**src/rtl/clint_pkg.sv**
```systemverilog
// Shared CSR addresses, cause codes, mstatus bit positions and FSM encoding
// for the core-local interrupt/trap sequencer.
package clint_pkg;

    localparam logic [11:0] CSR_MSTATUS = 12'h300;
    localparam logic [11:0] CSR_MTVEC   = 12'h305;
    localparam logic [11:0] CSR_MEPC    = 12'h341;
    localparam logic [11:0] CSR_MCAUSE  = 12'h342;

    localparam logic [31:0] CAUSE_ECALL  = 32'd11;
    localparam logic [31:0] CAUSE_EBREAK = 32'd3;

    localparam int MIE_BIT  = 3;
    localparam int MPIE_BIT = 7;

    typedef enum logic [2:0] {
        IDLE         = 3'd0,
        T_WR_MEPC    = 3'd1,
        T_WR_MCAUSE  = 3'd2,
        T_WR_MSTATUS = 3'd3,
        T_JUMP       = 3'd4,
        R_RD_MSTATUS = 3'd5,
        R_WR_MSTATUS = 3'd6,
        R_JUMP       = 3'd7
    } state_e;

    // mstatus on trap entry: stash MIE into MPIE, then disable interrupts
    function automatic logic [31:0] trap_mstatus(input logic [31:0] s);
        logic [31:0] r;
        r           = s;
        r[MPIE_BIT] = s[MIE_BIT];
        r[MIE_BIT]  = 1'b0;
        return r;
    endfunction

    // mstatus on mret: restore MIE from MPIE, MPIE set to 1
    function automatic logic [31:0] mret_mstatus(input logic [31:0] s);
        logic [31:0] r;
        r           = s;
        r[MIE_BIT]  = s[MPIE_BIT];
        r[MPIE_BIT] = 1'b1;
        return r;
    endfunction

endpackage

```
**src/rtl/clint_if.sv**
```systemverilog
// Port pair into the external CSR register file: combinational read,
// write committed on the next rising edge.
interface clint_if;
    logic        csr_re_o;
    logic [11:0] csr_raddr_o;
    logic [31:0] csr_rdata_i;
    logic        csr_we_o;
    logic [11:0] csr_waddr_o;
    logic [31:0] csr_wdata_o;

    modport master (
        output csr_re_o, csr_raddr_o, csr_we_o, csr_waddr_o, csr_wdata_o,
        input  csr_rdata_i
    );

    modport slave (
        input  csr_re_o, csr_raddr_o, csr_we_o, csr_waddr_o, csr_wdata_o,
        output csr_rdata_i
    );
endinterface

```
**src/rtl/clint.sv**
```systemverilog
// Trap / mret sequencer. Walks the CSR file through the mepc/mcause/mstatus
// updates for a trap, or the mstatus restore for mret, stalling the pipeline
// and issuing a single-cycle redirect at the end.
//
// state        | meaning
// -------------+-----------------------------------------------------------
// IDLE         | accept events; trap cycle reads mstatus, mret reads mepc
// T_WR_MEPC    | write mepc with the latched PC
// T_WR_MCAUSE  | write mcause with the latched cause
// T_WR_MSTATUS | write mstatus with MPIE=old MIE, MIE=0
// T_JUMP       | read mtvec, redirect to its base (mode bits dropped)
// R_RD_MSTATUS | read mstatus into the latch
// R_WR_MSTATUS | write mstatus with MIE=old MPIE, MPIE=1
// R_JUMP       | redirect to the latched mepc
module clint
    import clint_pkg::*;
#(
    parameter logic [31:0] IRQ_CAUSE = 32'h8000_0007
) (
    input  logic         clk,
    input  logic         rst_n,
    input  logic         ecall_i,
    input  logic         ebreak_i,
    input  logic         mret_i,
    input  logic [31:0]  inst_addr_i,
    input  logic         irq_i,
    input  logic         ex_csr_we_i,
    input  logic [11:0]  ex_csr_waddr_i,
    input  logic [31:0]  ex_csr_wdata_i,
    clint_if.master      csr,
    output logic         hold_o,
    output logic         jump_o,
    output logic [31:0]  jump_addr_o
);

    state_e      state, state_nxt;
    logic [31:0] pc_lat;
    logic [31:0] cause_lat;
    logic [31:0] mstatus_lat;
    logic        mie_shadow;

    logic        ld_trap;
    logic        ld_pc_rd;
    logic        ld_mstatus;
    logic        own_ms_wr;
    logic        own_mie;
    logic [31:0] cause_sel;
    logic        snoop_ms_wr;

    assign snoop_ms_wr = ex_csr_we_i && (ex_csr_waddr_i == CSR_MSTATUS);

    // Next-state and output decode; everything is forced to 0 while in reset
    always_comb begin
        state_nxt       = state;
        hold_o          = 1'b0;
        jump_o          = 1'b0;
        jump_addr_o     = 32'd0;
        csr.csr_re_o    = 1'b0;
        csr.csr_raddr_o = 12'd0;
        csr.csr_we_o    = 1'b0;
        csr.csr_waddr_o = 12'd0;
        csr.csr_wdata_o = 32'd0;
        ld_trap         = 1'b0;
        ld_pc_rd        = 1'b0;
        ld_mstatus      = 1'b0;
        own_ms_wr       = 1'b0;
        own_mie         = 1'b0;
        cause_sel       = 32'd0;
        if (rst_n) begin
            case (state)
                IDLE: begin
                    if (mret_i) begin
                        hold_o          = 1'b1;
                        csr.csr_re_o    = 1'b1;
                        csr.csr_raddr_o = CSR_MEPC;
                        ld_pc_rd        = 1'b1;
                        state_nxt       = R_RD_MSTATUS;
                    end else if (ecall_i || ebreak_i || (irq_i && mie_shadow)) begin
                        hold_o          = 1'b1;
                        csr.csr_re_o    = 1'b1;
                        csr.csr_raddr_o = CSR_MSTATUS;
                        ld_mstatus      = 1'b1;
                        ld_trap         = 1'b1;
                        state_nxt       = T_WR_MEPC;
                        if (ecall_i)       cause_sel = CAUSE_ECALL;
                        else if (ebreak_i) cause_sel = CAUSE_EBREAK;
                        else               cause_sel = IRQ_CAUSE;
                    end
                end
                T_WR_MEPC: begin
                    hold_o          = 1'b1;
                    csr.csr_we_o    = 1'b1;
                    csr.csr_waddr_o = CSR_MEPC;
                    csr.csr_wdata_o = pc_lat;
                    state_nxt       = T_WR_MCAUSE;
                end
                T_WR_MCAUSE: begin
                    hold_o          = 1'b1;
                    csr.csr_we_o    = 1'b1;
                    csr.csr_waddr_o = CSR_MCAUSE;
                    csr.csr_wdata_o = cause_lat;
                    state_nxt       = T_WR_MSTATUS;
                end
                T_WR_MSTATUS: begin
                    hold_o          = 1'b1;
                    csr.csr_we_o    = 1'b1;
                    csr.csr_waddr_o = CSR_MSTATUS;
                    csr.csr_wdata_o = trap_mstatus(mstatus_lat);
                    own_ms_wr       = 1'b1;
                    own_mie         = 1'b0;
                    state_nxt       = T_JUMP;
                end
                T_JUMP: begin
                    hold_o          = 1'b1;
                    csr.csr_re_o    = 1'b1;
                    csr.csr_raddr_o = CSR_MTVEC;
                    jump_o          = 1'b1;
                    jump_addr_o     = {csr.csr_rdata_i[31:2], 2'b00};
                    state_nxt       = IDLE;
                end
                R_RD_MSTATUS: begin
                    hold_o          = 1'b1;
                    csr.csr_re_o    = 1'b1;
                    csr.csr_raddr_o = CSR_MSTATUS;
                    ld_mstatus      = 1'b1;
                    state_nxt       = R_WR_MSTATUS;
                end
                R_WR_MSTATUS: begin
                    hold_o          = 1'b1;
                    csr.csr_we_o    = 1'b1;
                    csr.csr_waddr_o = CSR_MSTATUS;
                    csr.csr_wdata_o = mret_mstatus(mstatus_lat);
                    own_ms_wr       = 1'b1;
                    own_mie         = mstatus_lat[MPIE_BIT];
                    state_nxt       = R_JUMP;
                end
                R_JUMP: begin
                    hold_o          = 1'b1;
                    jump_o          = 1'b1;
                    jump_addr_o     = pc_lat;
                    state_nxt       = IDLE;
                end
                default: state_nxt = IDLE;
            endcase
        end
    end

    // State register
    always_ff @(posedge clk) begin
        if (!rst_n) state <= IDLE;
        else        state <= state_nxt;
    end

    // PC / cause / mstatus latches; pc_lat holds the trap PC or the mepc read by mret
    always_ff @(posedge clk) begin
        if (!rst_n) begin
            pc_lat      <= 32'd0;
            cause_lat   <= 32'd0;
            mstatus_lat <= 32'd0;
        end else begin
            if (ld_trap) begin
                pc_lat    <= inst_addr_i;
                cause_lat <= cause_sel;
            end
            if (ld_pc_rd)   pc_lat      <= csr.csr_rdata_i;
            if (ld_mstatus) mstatus_lat <= csr.csr_rdata_i;
        end
    end

    // Local copy of mstatus.MIE; our own mstatus write takes priority over a snooped one
    always_ff @(posedge clk) begin
        if (!rst_n)           mie_shadow <= 1'b0;
        else if (own_ms_wr)   mie_shadow <= own_mie;
        else if (snoop_ms_wr) mie_shadow <= ex_csr_wdata_i[MIE_BIT];
    end

endmodule

```
**src/flat_wrapper.sv**
```systemverilog
// flat-port wrapper written by rule: the top's interface ports become plain ports
module clint_flat import clint_pkg::*;
#(
    parameter logic [31:0] IRQ_CAUSE = 32'h8000_0007
)
  (clk, rst_n, ecall_i, ebreak_i, mret_i, inst_addr_i, irq_i, ex_csr_we_i, ex_csr_waddr_i, ex_csr_wdata_i, hold_o, jump_o, jump_addr_o, csr_csr_re_o, csr_csr_raddr_o, csr_csr_we_o, csr_csr_waddr_o, csr_csr_wdata_o, csr_csr_rdata_i);
  clint_if csr_i ();
  input  logic clk;
  input  logic rst_n;
  input  logic ecall_i;
  input  logic ebreak_i;
  input  logic mret_i;
  input  logic [31:0] inst_addr_i;
  input  logic irq_i;
  input  logic ex_csr_we_i;
  input  logic [11:0] ex_csr_waddr_i;
  input  logic [31:0] ex_csr_wdata_i;
  output logic hold_o;
  output logic jump_o;
  output logic [31:0] jump_addr_o;
  output wire logic [$bits(csr_i.csr_re_o)-1:0] csr_csr_re_o;
  output wire logic [$bits(csr_i.csr_raddr_o)-1:0] csr_csr_raddr_o;
  output wire logic [$bits(csr_i.csr_we_o)-1:0] csr_csr_we_o;
  output wire logic [$bits(csr_i.csr_waddr_o)-1:0] csr_csr_waddr_o;
  output wire logic [$bits(csr_i.csr_wdata_o)-1:0] csr_csr_wdata_o;
  input wire logic [$bits(csr_i.csr_rdata_i)-1:0] csr_csr_rdata_i;
  assign csr_csr_re_o = csr_i.csr_re_o;
  assign csr_csr_raddr_o = csr_i.csr_raddr_o;
  assign csr_csr_we_o = csr_i.csr_we_o;
  assign csr_csr_waddr_o = csr_i.csr_waddr_o;
  assign csr_csr_wdata_o = csr_i.csr_wdata_o;
  assign csr_i.csr_rdata_i = csr_csr_rdata_i;
  clint #(.IRQ_CAUSE(IRQ_CAUSE)) u_core (.clk(clk), .rst_n(rst_n), .ecall_i(ecall_i), .ebreak_i(ebreak_i), .mret_i(mret_i), .inst_addr_i(inst_addr_i), .irq_i(irq_i), .ex_csr_we_i(ex_csr_we_i), .ex_csr_waddr_i(ex_csr_waddr_i), .ex_csr_wdata_i(ex_csr_wdata_i), .csr(csr_i), .hold_o(hold_o), .jump_o(jump_o), .jump_addr_o(jump_addr_o));
endmodule
```
**config.mk**
```make
export PLATFORM = sky130hd
export DESIGN_NAME = clint_flat
export DESIGN_NICKNAME = d
export VERILOG_FILES = /design/src/rtl/clint_pkg.sv /design/src/rtl/clint_if.sv /design/src/rtl/clint.sv /design/src/flat_wrapper.sv
export SDC_FILE = /design/constraint.sdc
export NUM_CORES = 1
export LEC_CHECK = 0
export BUFFER_PORTS_ARGS = -buffer_cell sky130_fd_sc_hd__buf_4
export CAP_MARGIN = 20
export CORE_MARGIN = 1.5
export CORE_UTILIZATION = 50
export CTS_CLUSTER_SIZE = 25
export DETAILED_ROUTE_END_ITERATION = 12
export PLACE_DENSITY_LB_ADDON = 0.3
export SYNTH_ARGS = -nofsm -noshare
export SYNTH_HDL_FRONTEND = slang
export SYNTH_SLANG_ARGS = --single-unit
```
**constraint.sdc**
```tcl
create_clock -name clk -period 4.4 [get_ports clk]
set_input_delay 0.44 -clock clk [delete_from_list [all_inputs] [get_ports clk]]
set_output_delay 0.44 -clock clk [all_outputs]
set_load 0.005 [all_outputs]
```
# [After elaboration in Yosys (flattened, before gate mapping)]
# Cells that the tools add are included.
[classes] n_eq_ne=9 muxes=43 reduce_logical=12
[op_table] op="$mux 32" count=9
[op_table] op="$pmux 32 s4" count=1
[op_table] op="$pmux 32 s2" count=1
[op_table] op="$mux 12" count=3
[op_table] op="$pmux 12 s3" count=1
[op_table] op="$pmux 10 s3" count=1
[op_table] op="$pmux 3 s7" count=1
[op_table] op="$mux 1" count=20
[op_table] op="$eq 12x10->1 const B" count=1
[op_table] op="$eq 3x3->1 const B" count=4
[op_table] op="$mux 10" count=1
[op_table] op="$reduce_or 7->1" count=1
[op_table] op="$eq 3x2->1 const B" count=2
[op_table] op="$mux 3" count=2
[op_table] op="$pmux 1 s2" count=3
[op_table] op="$reduce_or 2->1" count=3
[op_table] op="$reduce_bool 2->1" count=2
[op_table] op="$reduce_or 4->1" count=1
[op_table] op="$eq 3x1->1 const B" count=1
[op_table] op="$logic_not 3->1" count=1
[op_table] op="$ne 3x2->1 const B" count=1
[op_table] op="$logic_and 1x1->1" count=2
[op_table] op="$logic_or 1x1->1" count=2
[word_totals] register_bits=100 input_bits=115 out_inout_bits=92 wordCells=69

# [Logic depth before layout (Yosys ltp)]
[logic_depth] ltp_word=8 depth_mapped=7 mapped_depth_nobuf=6

# [Least setup slack after synthesis]
# OpenSTA, ideal clock, no wires.
[synth_timing] path_kind="register to output" startpoint="register u_core.state[0]" endpoint="output port jump_addr_o[22]" t_arrival_ns=1.501 required_ns=3.960 slack_ns=2.459 stages_incl_launch_ff=7 path_buffers=2 cell_sequence="dfxtp_1 -> inv_1 -> ha_1 -> and3_1 -> clkbuf_1 -> buf_1 -> a22o_1"
[synth_via] elab_chain_cells=3 elab_cells_between_ends=4 cone_classes="eq/ne: 2; mux: 2"
[synth_lines] element="start: declaration" line_no="clint.sv:36" rtl="state_e state, state_nxt;"
[synth_lines] element="start signal: assignment" line_no="clint.sv:151" rtl="else state <= state_nxt;"
[synth_lines] element="$eq 3x3->1" line_no="clint.sv:70" rtl="case (state)"
[synth_lines] element="$pmux 32 s2 *" line_no="clint.sv:70"
[synth_lines] element="$mux 32 *" line_no="clint.sv:69" rtl="if (rst_n) begin"
[synth_lines] element="end: declaration" line_no="flat_wrapper.sv:20" rtl="output logic [31:0] jump_addr_o;"
# Mark *: on every way between the ends. The rest lies on a longest branch, timed or not.

# [Worst setup path after layout]
[layout_timing] startpoint="register u_core.state[0]" endpoint="output port csr_csr_wdata_o[1]"
[layout_via] elab_chain_cells=3 elab_cells_between_ends=6 cone_classes="eq/ne: 4; mux: 2"
[layout_lines] element="$eq 3x3->1 (tied with other cells)" line_no="clint.sv:70"
[layout_lines] element="$pmux 32 s4 *" line_no="clint.sv:70"
[layout_lines] element="$mux 32 *" line_no="clint.sv:69"
[layout_lines] element="end: declaration" line_no="flat_wrapper.sv:25" rtl="output wire logic [$bits(csr_i.csr_wdata_o)-1:0] csr_csr_wdata_o;"
# Marked as above.

==> reports/qor.csv <==
metric,value,unit
timing.final.max_slew_violations,0,
place_hpwl,8090,um
horiz_die_dim,93.5,um
start_util,52.2,%
post_synth_main_area_contributors,"sky130_fd_sc_hd__dfxtp_1 35%, sky130_fd_sc_hd__a21boi_1 11%, sky130_fd_sc_hd__nand2_1 9.1%",
final_util,68.8,%
fin_setup_tns,0,ps
remaining_drc_errors,0,
grt_pass1_vias,4046,
area_delta_synth_final,31.8,%
avg_wl_per_cell,16.9,um
worst-endpoint-required,3960,ps
overall_via_count_from_detail_route,4274,
run_status,"complete, no violations",
p_seq_share,33.4,%
post_synth_num_cell_types,47,
async_flop_share,0,%
clock_tree.root_cell,sky130_fd_sc_hd__clkbuf_8,
crit_path_max_fanout,17,
post_route_cells_drive_above_1_share,30.3,%
skew,8.68,ps
detail_route.vias_per_cell,5.83,
seq_area_frac_synth,34.7,%
timing.critical_path.cells,inv_1 > ha_1 > and2b_1 > nor2_2 > buf_4 > a222oi_1 > nor2_1 > buf_4,
post_synth.cell_area_avg,8.21,um2
internal-power,1.71,mW
clock_transition_at_path_regs,80,ps
relative_contribution_of_combinational_cells_to_total_power,47.5,%
critical-path-top-delay-family,simple AND/OR/NAND/NOR gates,
finalSetupViolCount,0,
p_sw,1.24,mW
grt_setup_unrepaired,false,
post-cts-setup-buffer-count,0,
swShare,42.1,%
drtAntennaViolNets,0,
synth_seq_cells,71,
postSynthCellCount,499,
synth.top_cells.by_count,"99 x sky130_fd_sc_hd__nand2_1, 71 x sky130_fd_sc_hd__dfxtp_1, 61 x sky130_fd_sc_hd__a21boi_1",
cts_htree_levels,3,
gp_congestion,0.807,
cts_made_buffers,9,
initial_antenna_violation_count,0,
dr.pass1.iters,5,
antenna_cells_inserted,0,
syn_area,4100,um2
powerDensity,547,nW/um2
routed_wirelength,12400,um
cp.depth,8,
max_cap_violations,0,
primary_ff_master_synth,sky130_fd_sc_hd__dfxtp_1,
cts-root-to-sink-buffers,2,
finalHoldViolations,0,
synth_most_common_cell,sky130_fd_sc_hd__nand2_1,
critPathArrivalTime,2710,ps
cts.sink_count,71,
first_iter_violations,231,
fmax,0.317,GHz
layout_worst_path_cycle_share,71.6,%
path_buf_inv,3,
global_route.overflow_total,0,
yosys_warnings,0,
hp_class,input port to flop,
setup.worst_path.class,flop to output port,
p_leak,2.30,nW
cts_tree,done,
crit_path_top_delay_cell,sky130_fd_sc_hd__nor2_2,
finalNetCount,747,
clk-insertion-delay-late,340,ps
row_count,32,
worst_reg_to_reg_cells,7,
core_region_area,7850,um2
synth-edff-count,0,
top_level_ports,207,
synth_largest_area_cell,sky130_fd_sc_hd__dfxtp_1,
reg2reg_slack,1820,ps
io_buffers,161,
cts_hold_repair.buffers,0,
critical_path.max_stage_delay,590,ps
timing.max_slew.rel_slack,32.3,%
synth_top_cell_area_share,34.7,%
grt_first_pass_wirelength,19400,um
worstSetupEndpointType,output port,
dieHeight,93.5,um
p_clk_share,19.2,%
post_cts_resized,0,
grt_util_all_layers,27.9,%
floorplan.die_area,8750,um2
worst_pin_slew,1020,ps
finalWorstPathRequiredPeriod,3150,ps
worst_path_most_repeated_cell,sky130_fd_sc_hd__buf_4,
worstSetupStartpointType,flop,
grt_max_degree,84,
worst_hold_path.num_cells,3,
peakVddDrop,0.303,mV
==> final timing paths <==
check                                      start                                  end
max                 u_core.state[0]$_SDFFE_PN0P_                   csr_csr_wdata_o[1]
max reg2reg         u_core.state[0]$_SDFFE_PN0P_       u_core.pc_lat[15]$_SDFFE_PN0P_
min reg2reg  u_core.mstatus_lat[14]$_SDFFE_PN0P_  u_core.mstatus_lat[14]$_SDFFE_PN0P_
min                          csr_csr_rdata_i[14]  u_core.mstatus_lat[14]$_SDFFE_PN0P_
==> cell usage in the layout, fill, tap and decap left out, types with 2 or more instances in the layout <==
cell                        instances
sky130_fd_sc_hd__inv_1              4
sky130_fd_sc_hd__o221ai_1          31
sky130_fd_sc_hd__a21oi_1            2
sky130_fd_sc_hd__nor2b_1            4
sky130_fd_sc_hd__clkbuf_8          10
sky130_fd_sc_hd__o211a_1            2
sky130_fd_sc_hd__o21a_1             2
sky130_fd_sc_hd__nand3_1            2
sky130_fd_sc_hd__nand2b_1           2
sky130_fd_sc_hd__and3_1             4
sky130_fd_sc_hd__ha_1               5
sky130_fd_sc_hd__buf_4            169
sky130_fd_sc_hd__a21boi_1          61
sky130_fd_sc_hd__bufinv_16          2
sky130_fd_sc_hd__and2b_1            2
sky130_fd_sc_hd__a22oi_1           27
sky130_fd_sc_hd__a22o_1            30
sky130_fd_sc_hd__and2_1             5
sky130_fd_sc_hd__nand2_1           99
sky130_fd_sc_hd__a21boi_0           4
sky130_fd_sc_hd__nor3b_1            2
sky130_fd_sc_hd__o211ai_1           2
sky130_fd_sc_hd__clkinv_2           2
sky130_fd_sc_hd__o21ai_0            5
sky130_fd_sc_hd__nor2_2             2
sky130_fd_sc_hd__conb_1            14
sky130_fd_sc_hd__a222oi_1           4
sky130_fd_sc_hd__dfxtp_1           71
sky130_fd_sc_hd__nor2_1            37
sky130_fd_sc_hd__mux2i_1            4
==> sequential cells by signal (all words and copies together), names as in the netlist <==
register / count
u_core.cause_lat: 3
u_core.mie_shadow: 1
u_core.mstatus_lat: 32
u_core.pc_lat: 32
u_core.state: 3
==> kinds of logic (layout without fill, tap and decap cells) <==
group | count (synthesis) | count (layout) | synth area share (%)
AO/OA/AOI/OAI | 180 | 180 | 35.5
flip-flops | 71 | 71 | 34.7
buffers and inverters | 71 | 190 | 9.68
AND/OR/NAND/NOR | 167 | 167 | 17.5
other | 1 | 14 | 0.0915
multiplexers | 4 | 4 | 0.977
adder cells (fa/ha/maj) | 5 | 5 | 1.53
==> layer usage <==
metal | track usage (%) | vias up | share of wire [%]
met5 | 0 | - | 0
met4 | 9.58 | 0 | 1.2
met3 | 4.63 | 15 | 7.8
met2 | 48.4 | 207 | 49
met1 | 34.9 | 2022 | 42
li1 | - | 2030 | -
==> layout make-up <==
type | instances | area (um2)
clock buffer | 11 | 141
clock inverter | 4 | 70.1
fill | 668 | 2450
inverter | 5 | 18.8
multi-input combinational | 370 | 2340
sequential | 71 | 1420
tap | 102 | 128
timing repair buffer | 170 | 1280
==> worst min-delay path, stage by stage <==
cell and delay [ps]:
sky130_fd_sc_hd__buf_4 120, sky130_fd_sc_hd__nand2_1 50, sky130_fd_sc_hd__a21boi_1 50
==> per-stage QoR <==
stage	instances	hold WS [ps]	worst slack [ps]	cell area [um2]	power [mW]
after floorplan	512	430	2460	4150	1.96
after CTS	733	353	1230	5400	2.95
after global routing	733	361	1040	5400	3.14
final	733	363	1250	5400	2.96
after global placement	717	437	1430	5170	2.33
after detailed placement	718	445	1540	5190	2.39
==> power groups by stage <==
stage               registers [mW]  logic [mW]  clock network (mW)
global placement             0.985        1.34                   0
floorplan                    0.942        1.01                   0
CTS                          0.982        1.40               0.574
finish                       0.986        1.40               0.567
detailed placement           0.995        1.39                   0
global route                  1.01        1.53               0.599
Note: power is estimated with default switching activity, not from simulation.
